### src/rtl/pe_seq_ctrl.sv
// Sequencer for one MAC PE: clears the accumulator, feeds vec_len operand pairs, returns psum.
// Optional RUN-state stall watchdog enabled by defining PE_SEQ_CTRL_TIMEOUT_EN.
module pe_seq_ctrl #(
   parameter int DATA_W  = 16,
   parameter int CNT_W   = 8,
   parameter int PE_LAT  = 1,
   parameter int TIMEOUT = 255
) (
   input  logic              clk,
   input  logic              rst,
   input  logic              start,
   input  logic [CNT_W-1:0]  vec_len,
   input  logic              ifmap_valid,
   input  logic [DATA_W-1:0] ifmap_data,
   output logic              ifmap_ready,
   input  logic              filt_valid,
   input  logic [DATA_W-1:0] filt_data,
   output logic              filt_ready,
   output logic              pe_rst,
   output logic              pe_en,
   output logic [DATA_W-1:0] pe_ifmap,
   output logic [DATA_W-1:0] pe_filter,
   input  logic [DATA_W-1:0] pe_psum,
   output logic              psum_valid,
   output logic [DATA_W-1:0] psum_data,
   input  logic              psum_ready,
   output logic              busy,
   output logic              done,
   output logic              err
);

   typedef enum logic [2:0] {S_IDLE, S_CLR, S_RUN, S_WAIT, S_OUT} state_t;

   localparam logic [CNT_W-1:0] CNT_ONE   = CNT_W'(1);
   localparam logic [CNT_W-1:0] WAIT_LAST = CNT_W'(PE_LAT);

   state_t            state_reg, state_next;
   logic [CNT_W-1:0]  len_reg, len_next;
   logic [CNT_W-1:0]  mac_cnt_reg, mac_cnt_next;
   logic [CNT_W-1:0]  wait_cnt_reg, wait_cnt_next;
   logic [DATA_W-1:0] ifmap_q_reg, ifmap_q_next;
   logic [DATA_W-1:0] filt_q_reg, filt_q_next;
   logic [DATA_W-1:0] psum_reg, psum_next;
   logic              fire;
   logic              abort;

   assign fire = (state_reg == S_RUN) && ifmap_valid && filt_valid;

`ifdef PE_SEQ_CTRL_TIMEOUT_EN
   localparam int STALL_W = (TIMEOUT < 2) ? 1 : $clog2(TIMEOUT + 1);
   localparam logic [STALL_W-1:0] STALL_LAST = STALL_W'(TIMEOUT - 1);

   logic [STALL_W-1:0] stall_cnt_reg;

   // Counts consecutive non-fire RUN cycles; abort lands on the TIMEOUT-th one.
   always_ff @(posedge clk or negedge rst) begin
      if (!rst)
         stall_cnt_reg <= '0;
      else if (state_reg != S_RUN || fire)
         stall_cnt_reg <= '0;
      else
         stall_cnt_reg <= stall_cnt_reg + STALL_W'(1);
   end

   assign abort = (state_reg == S_RUN) && !fire && (stall_cnt_reg == STALL_LAST);
`else
   localparam int unused_timeout = TIMEOUT;
   assign abort = 1'b0;
`endif

   always_ff @(posedge clk or negedge rst) begin
      if (!rst) begin
         state_reg    <= S_IDLE;
         len_reg      <= '0;
         mac_cnt_reg  <= '0;
         wait_cnt_reg <= '0;
         ifmap_q_reg  <= '0;
         filt_q_reg   <= '0;
         psum_reg     <= '0;
      end else begin
         state_reg    <= state_next;
         len_reg      <= len_next;
         mac_cnt_reg  <= mac_cnt_next;
         wait_cnt_reg <= wait_cnt_next;
         ifmap_q_reg  <= ifmap_q_next;
         filt_q_reg   <= filt_q_next;
         psum_reg     <= psum_next;
      end
   end

   always_comb begin
      state_next    = state_reg;
      len_next      = len_reg;
      mac_cnt_next  = mac_cnt_reg;
      wait_cnt_next = wait_cnt_reg;
      psum_next     = psum_reg;
      // Zero operands on idle cycles so the PE accumulates nothing.
      ifmap_q_next  = fire ? ifmap_data : '0;
      filt_q_next   = fire ? filt_data  : '0;
      case (state_reg)
         S_IDLE: begin
            if (start) begin
               len_next     = vec_len;
               mac_cnt_next = '0;
               if (vec_len == '0) begin
                  psum_next  = '0;
                  state_next = S_OUT;
               end else begin
                  state_next = S_CLR;
               end
            end
         end
         S_CLR: state_next = S_RUN;
         S_RUN: begin
            if (abort) begin
               state_next = S_IDLE;
            end else if (fire) begin
               mac_cnt_next = mac_cnt_reg + CNT_ONE;
               if (mac_cnt_next == len_reg) begin
                  wait_cnt_next = '0;
                  state_next    = S_WAIT;
               end
            end
         end
         S_WAIT: begin
            // Final WAIT cycle: the last product has reached the PE output.
            if (wait_cnt_reg == WAIT_LAST) begin
               psum_next  = pe_psum;
               state_next = S_OUT;
            end else begin
               wait_cnt_next = wait_cnt_reg + CNT_ONE;
            end
         end
         S_OUT: if (psum_ready) state_next = S_IDLE;
         default: state_next = S_IDLE;
      endcase
   end

   assign ifmap_ready = fire;
   assign filt_ready  = fire;
   assign pe_rst      = !rst || (state_reg == S_CLR) || abort;
   assign pe_en       = (state_reg == S_RUN) || (state_reg == S_WAIT);
   assign pe_ifmap    = ifmap_q_reg;
   assign pe_filter   = filt_q_reg;
   assign psum_valid  = (state_reg == S_OUT);
   assign psum_data   = psum_reg;
   assign busy        = (state_reg != S_IDLE);
   assign done        = (state_reg == S_OUT) && psum_ready;
   assign err         = abort;

endmodule

### config.mk
export PLATFORM = sky130hd
export DESIGN_NAME = pe_seq_ctrl
export DESIGN_NICKNAME = d
export VERILOG_FILES = /design/src/rtl/pe_seq_ctrl.sv
export SDC_FILE = /design/constraint.sdc
export NUM_CORES = 1
export LEC_CHECK = 0
export ABC_AREA = 1
export ABC_CLOCK_PERIOD_IN_PS = 2100
export CAP_MARGIN = 15
export CORE_ASPECT_RATIO = 1.2
export CORE_MARGIN = 5
export CORE_UTILIZATION = 45
export CTS_CLUSTER_SIZE = 12
export DETAILED_ROUTE_END_ITERATION = 8
export PLACE_DENSITY_LB_ADDON = 0.2
export SETUP_SLACK_MARGIN = 0.3
export SLEW_MARGIN = 40
export SYNTH_ARGS = -nofsm -noshare
export SYNTH_HDL_FRONTEND = slang
export SYNTH_SLANG_ARGS = --single-unit
### constraint.sdc
create_clock -name clk -period 2.1 [get_ports clk]
set_clock_uncertainty 0.05 [all_clocks]
set_input_delay 0.525 -clock clk [delete_from_list [all_inputs] [get_ports clk]]
set_output_delay 0.525 -clock clk [all_outputs]
set_load 0.02 [all_outputs]
==> reports/summary.log <==
qor: status.run_status finished, final reports clean
qor: route.drt_wl_total 9.70 mm
qor: clocking.cts-buffers-inserted 9
qor: sta.finalWorstSetupSlack 114 ps
qor: yosys.synth-warning-count 0
qor: power.vdd.ir_drop.worst 0.692 mV
qor: route.dr_vias 3,160
qor: final_layout.num-nets-final 628
qor: final_layout.layout.cells.non_filler 658
qor: place.dp_slack -269 ps
qor: sta.finalCriticalPeriod 1990 ps
qor: clocking.cts.hold.buffers_added 0
qor: die.design.die.area 9470 µm²
qor: yosys.synthTopCellsByCount 96 x sky130_fd_sc_hd__nand2_1, 75 x sky130_fd_sc_hd__dfrtp_1, 69 x sky130_fd_sc_hd__inv_1
qor: sta.period_share 94.6%
qor: yosys.synthDominantAreaCellType sky130_fd_sc_hd__dfrtp_1
qor: die.dieWidth 89.7 µm
qor: min_path.worst_hold_path_type input port to asynchronous set/reset pin
qor: yosys.share_of_the_yosys_chip_area_belonging_to_registers 54.8%
qor: worst_setup_path.critPathLaunch state_reg[0]
qor: final_layout.final_core_utilization 73.8%
qor: yosys.ys.flop_type sky130_fd_sc_hd__dfrtp_1
qor: global_routing.overflow 0
qor: place.routabilityCongestion 0.808
qor: route.routed_wirelength_normalized_by_instance_count 14.7 µm
qor: yosys.post_synth_instance_area 3430 µm²
qor: clocking.cts.htree.levels 3
qor: clocking.clk_root_buffer_cell sky130_fd_sc_hd__clkbuf_8
qor: final_layout.n_antenna_cell 0
qor: yosys.syn-mean-instance-area 8.40 µm²
qor: sta.finalHoldViolCount 0
qor: route.drt-vias-per-instance 4.80
qor: sta.setup_repair_after_global_routing_missed_its_margin yes
qor: yosys.postSynthCellCount 408
qor: power.total_power 6.11 mW
qor: global_routing.via_count_of_the_first_global_routing_pass 3,185
qor: worst_setup_path.worstReg2RegStart state_reg[0]
qor: place.dp_hpwl 6.60 mm
qor: global_routing.grt_antenna_before_repair 0
qor: worst_setup_path.cp_data_required_time 1520 ps
qor: route.detail_route.drc_violations 0
qor: yosys.synth_async_sr_flop_share 100%
qor: yosys.yosys.area.top_type_share 54.8%
qor: clocking.worst_skew_pair.late_latency 350 ps
qor: die.chipHeight 106 µm
qor: clocking.cts.sinks 75
qor: global_routing.grt_start_max_net_pins 76
qor: global_routing.grt_pass1_wl 15.2 mm
qor: die.floorplan.rows 34
qor: sta.fmaxAchievable 503 MHz
qor: final_layout.syn2layout_area_growth 58.4%
qor: sta.report.final.setup_viol 0
qor: die.floorplan.initialDensity 46.5%
qor: sta.tightestPinTransition 693 ps
qor: global_routing.groute.usage.overall 20.8%
qor: sta.drv_slew 0
qor: yosys.yosys.cell_count.top_type sky130_fd_sc_hd__nand2_1
qor: worst_setup_path.critical_path_peak_fanout 4
qor: route.drt_pass1_iterations 6
qor: power.total_leakage_power 2.98 nW
qor: clocking.ctsLongestPathBuffers 2
qor: yosys.synth_seq_cells 75
qor: die.io_pins 118
qor: power.power-per-cell-area 1130 nW/µm²
qor: worst_setup_path.cp_data_arrival_time 1410 ps
qor: place.dp.cells 620
qor: flow_run.max-cap-violations 0
qor: sta.max_slew_margin 53.8%
qor: final_layout.drive_gt1_share 23.9%
qor: worst_setup_path.sort_of_element_at_the_end_of_the_critical_path output port
qor: clocking.cts_tree yes
qor: yosys.synth.area.top_cells sky130_fd_sc_hd__dfrtp_1 55%, sky130_fd_sc_hd__nand2_1 11%, sky130_fd_sc_hd__inv_1 7.6%
qor: clocking.clk_pin_slew 80 ps
qor: route.initialDrtViolationCount 115
qor: yosys.syn-num-nets 473
qor: yosys.synth.distinct_cells 28
qor: worst_setup_path.worstSetupPathType register to output port
qor: route.final_antenna_net_count 0
qor: place.place.port_buffers 116
qor: worst_setup_path.timing.critical_path.from_type register
qor: die.floorplan.core_area 7360 µm²
qor: yosys.post_synth_edffs 0
-- logic make-up after synthesis --
| family | after synthesis | synth area share [%] |
|---|---|---|
| compound gates | 19 | 2.99 |
| xor+xnor | 2 | 0.511 |
| fa+ha+maj | 3 | 1.10 |
| buf+inv | 84 | 9.64 |
| flops | 75 | 54.8 |
| mux | 2 | 0.657 |
| other cells | 1 | 0.109 |
| simple gates | 222 | 30.2 |
-- power breakdown --
part           leakage [nW]  internal, mW  switching (mW)
clock                 0.110         0.708           0.548
sequential            0.999          1.80           0.262
combinational          1.87          1.25            1.54
-- layout by cell type (no fill, tap or decap), types with 15 or more instances in the layout --
cell / instances
sky130_fd_sc_hd__nand2_2: 28
sky130_fd_sc_hd__dlygate4sd2_1: 48
sky130_fd_sc_hd__nand3_1: 42
sky130_fd_sc_hd__buf_6: 15
sky130_fd_sc_hd__nor2_1: 45
sky130_fd_sc_hd__buf_4: 26
sky130_fd_sc_hd__nand2_1: 74
sky130_fd_sc_hd__inv_1: 61
sky130_fd_sc_hd__o21ai_0: 15
sky130_fd_sc_hd__clkdlybuf4s50_1: 53
sky130_fd_sc_hd__dfrtp_1: 71
-- worst paths after layout --
check / endpoint / slack [ps] / cells past startpoint
worst max register to register: wait_cnt_reg[0] / 160 / 12
max in group asynchronous: state_reg[0] / 1250 / 2
worst max-delay path: filt_ready / 110 / 5
worst min-delay path: len_reg[2] / 240 / 2
worst min register to register: psum_data[4] / 430 / 2
min in group clk: len_reg[4] / 410 / 3
-- cell type report --
type | count | area [µm²]
Sequential cell | 75 | 1880
Timing Repair Buffer | 155 | 1550
Clock inverter | 5 | 85.1
Clock buffer | 11 | 141
Tap cell | 90 | 113
Multi-Input combinational cell | 249 | 1380
Inverter | 73 | 279
Fill cell | 562 | 1930
-- worst max-delay path, cell delays in order, from the launching register on --
cell and delay, ps:
sky130_fd_sc_hd__dfrtp_2 450, sky130_fd_sc_hd__buf_6 130, sky130_fd_sc_hd__nor3_4 160, sky130_fd_sc_hd__nand3_2 120
sky130_fd_sc_hd__inv_2 100, sky130_fd_sc_hd__buf_6 120
-- per-layer routing --
layer	up-vias	GRT usage, %	share of wire, %	wire [µm]
met5	-	0	0	0
met3	13	8.20	7.4	722
met4	0	6.28	1.1	110
met2	85	34.3	53	5170
met1	1509	24.6	38	3690
li1	1553	-	-	-
-- metrics by stage --
stage / hold slack, ps / TNS (ps) / area [µm²]
after floorplan: 179 / 0 / 3430
after global placement: 412 / -1440 / 4790
after detailed placement: 415 / -1030 / 4790
after CTS: 282 / 0 / 5080
after global routing: 321 / 0 / 5430
final: 243 / 0 / 5430
-- timing repair --
item,CTS,global route
cloned,1,3
buffers inserted,6,12
endpoints found under the setup margin,65,43
gates resized for setup,102,58
pin swaps,4,18
No activity file was read; power rests on OpenSTA's default activity.
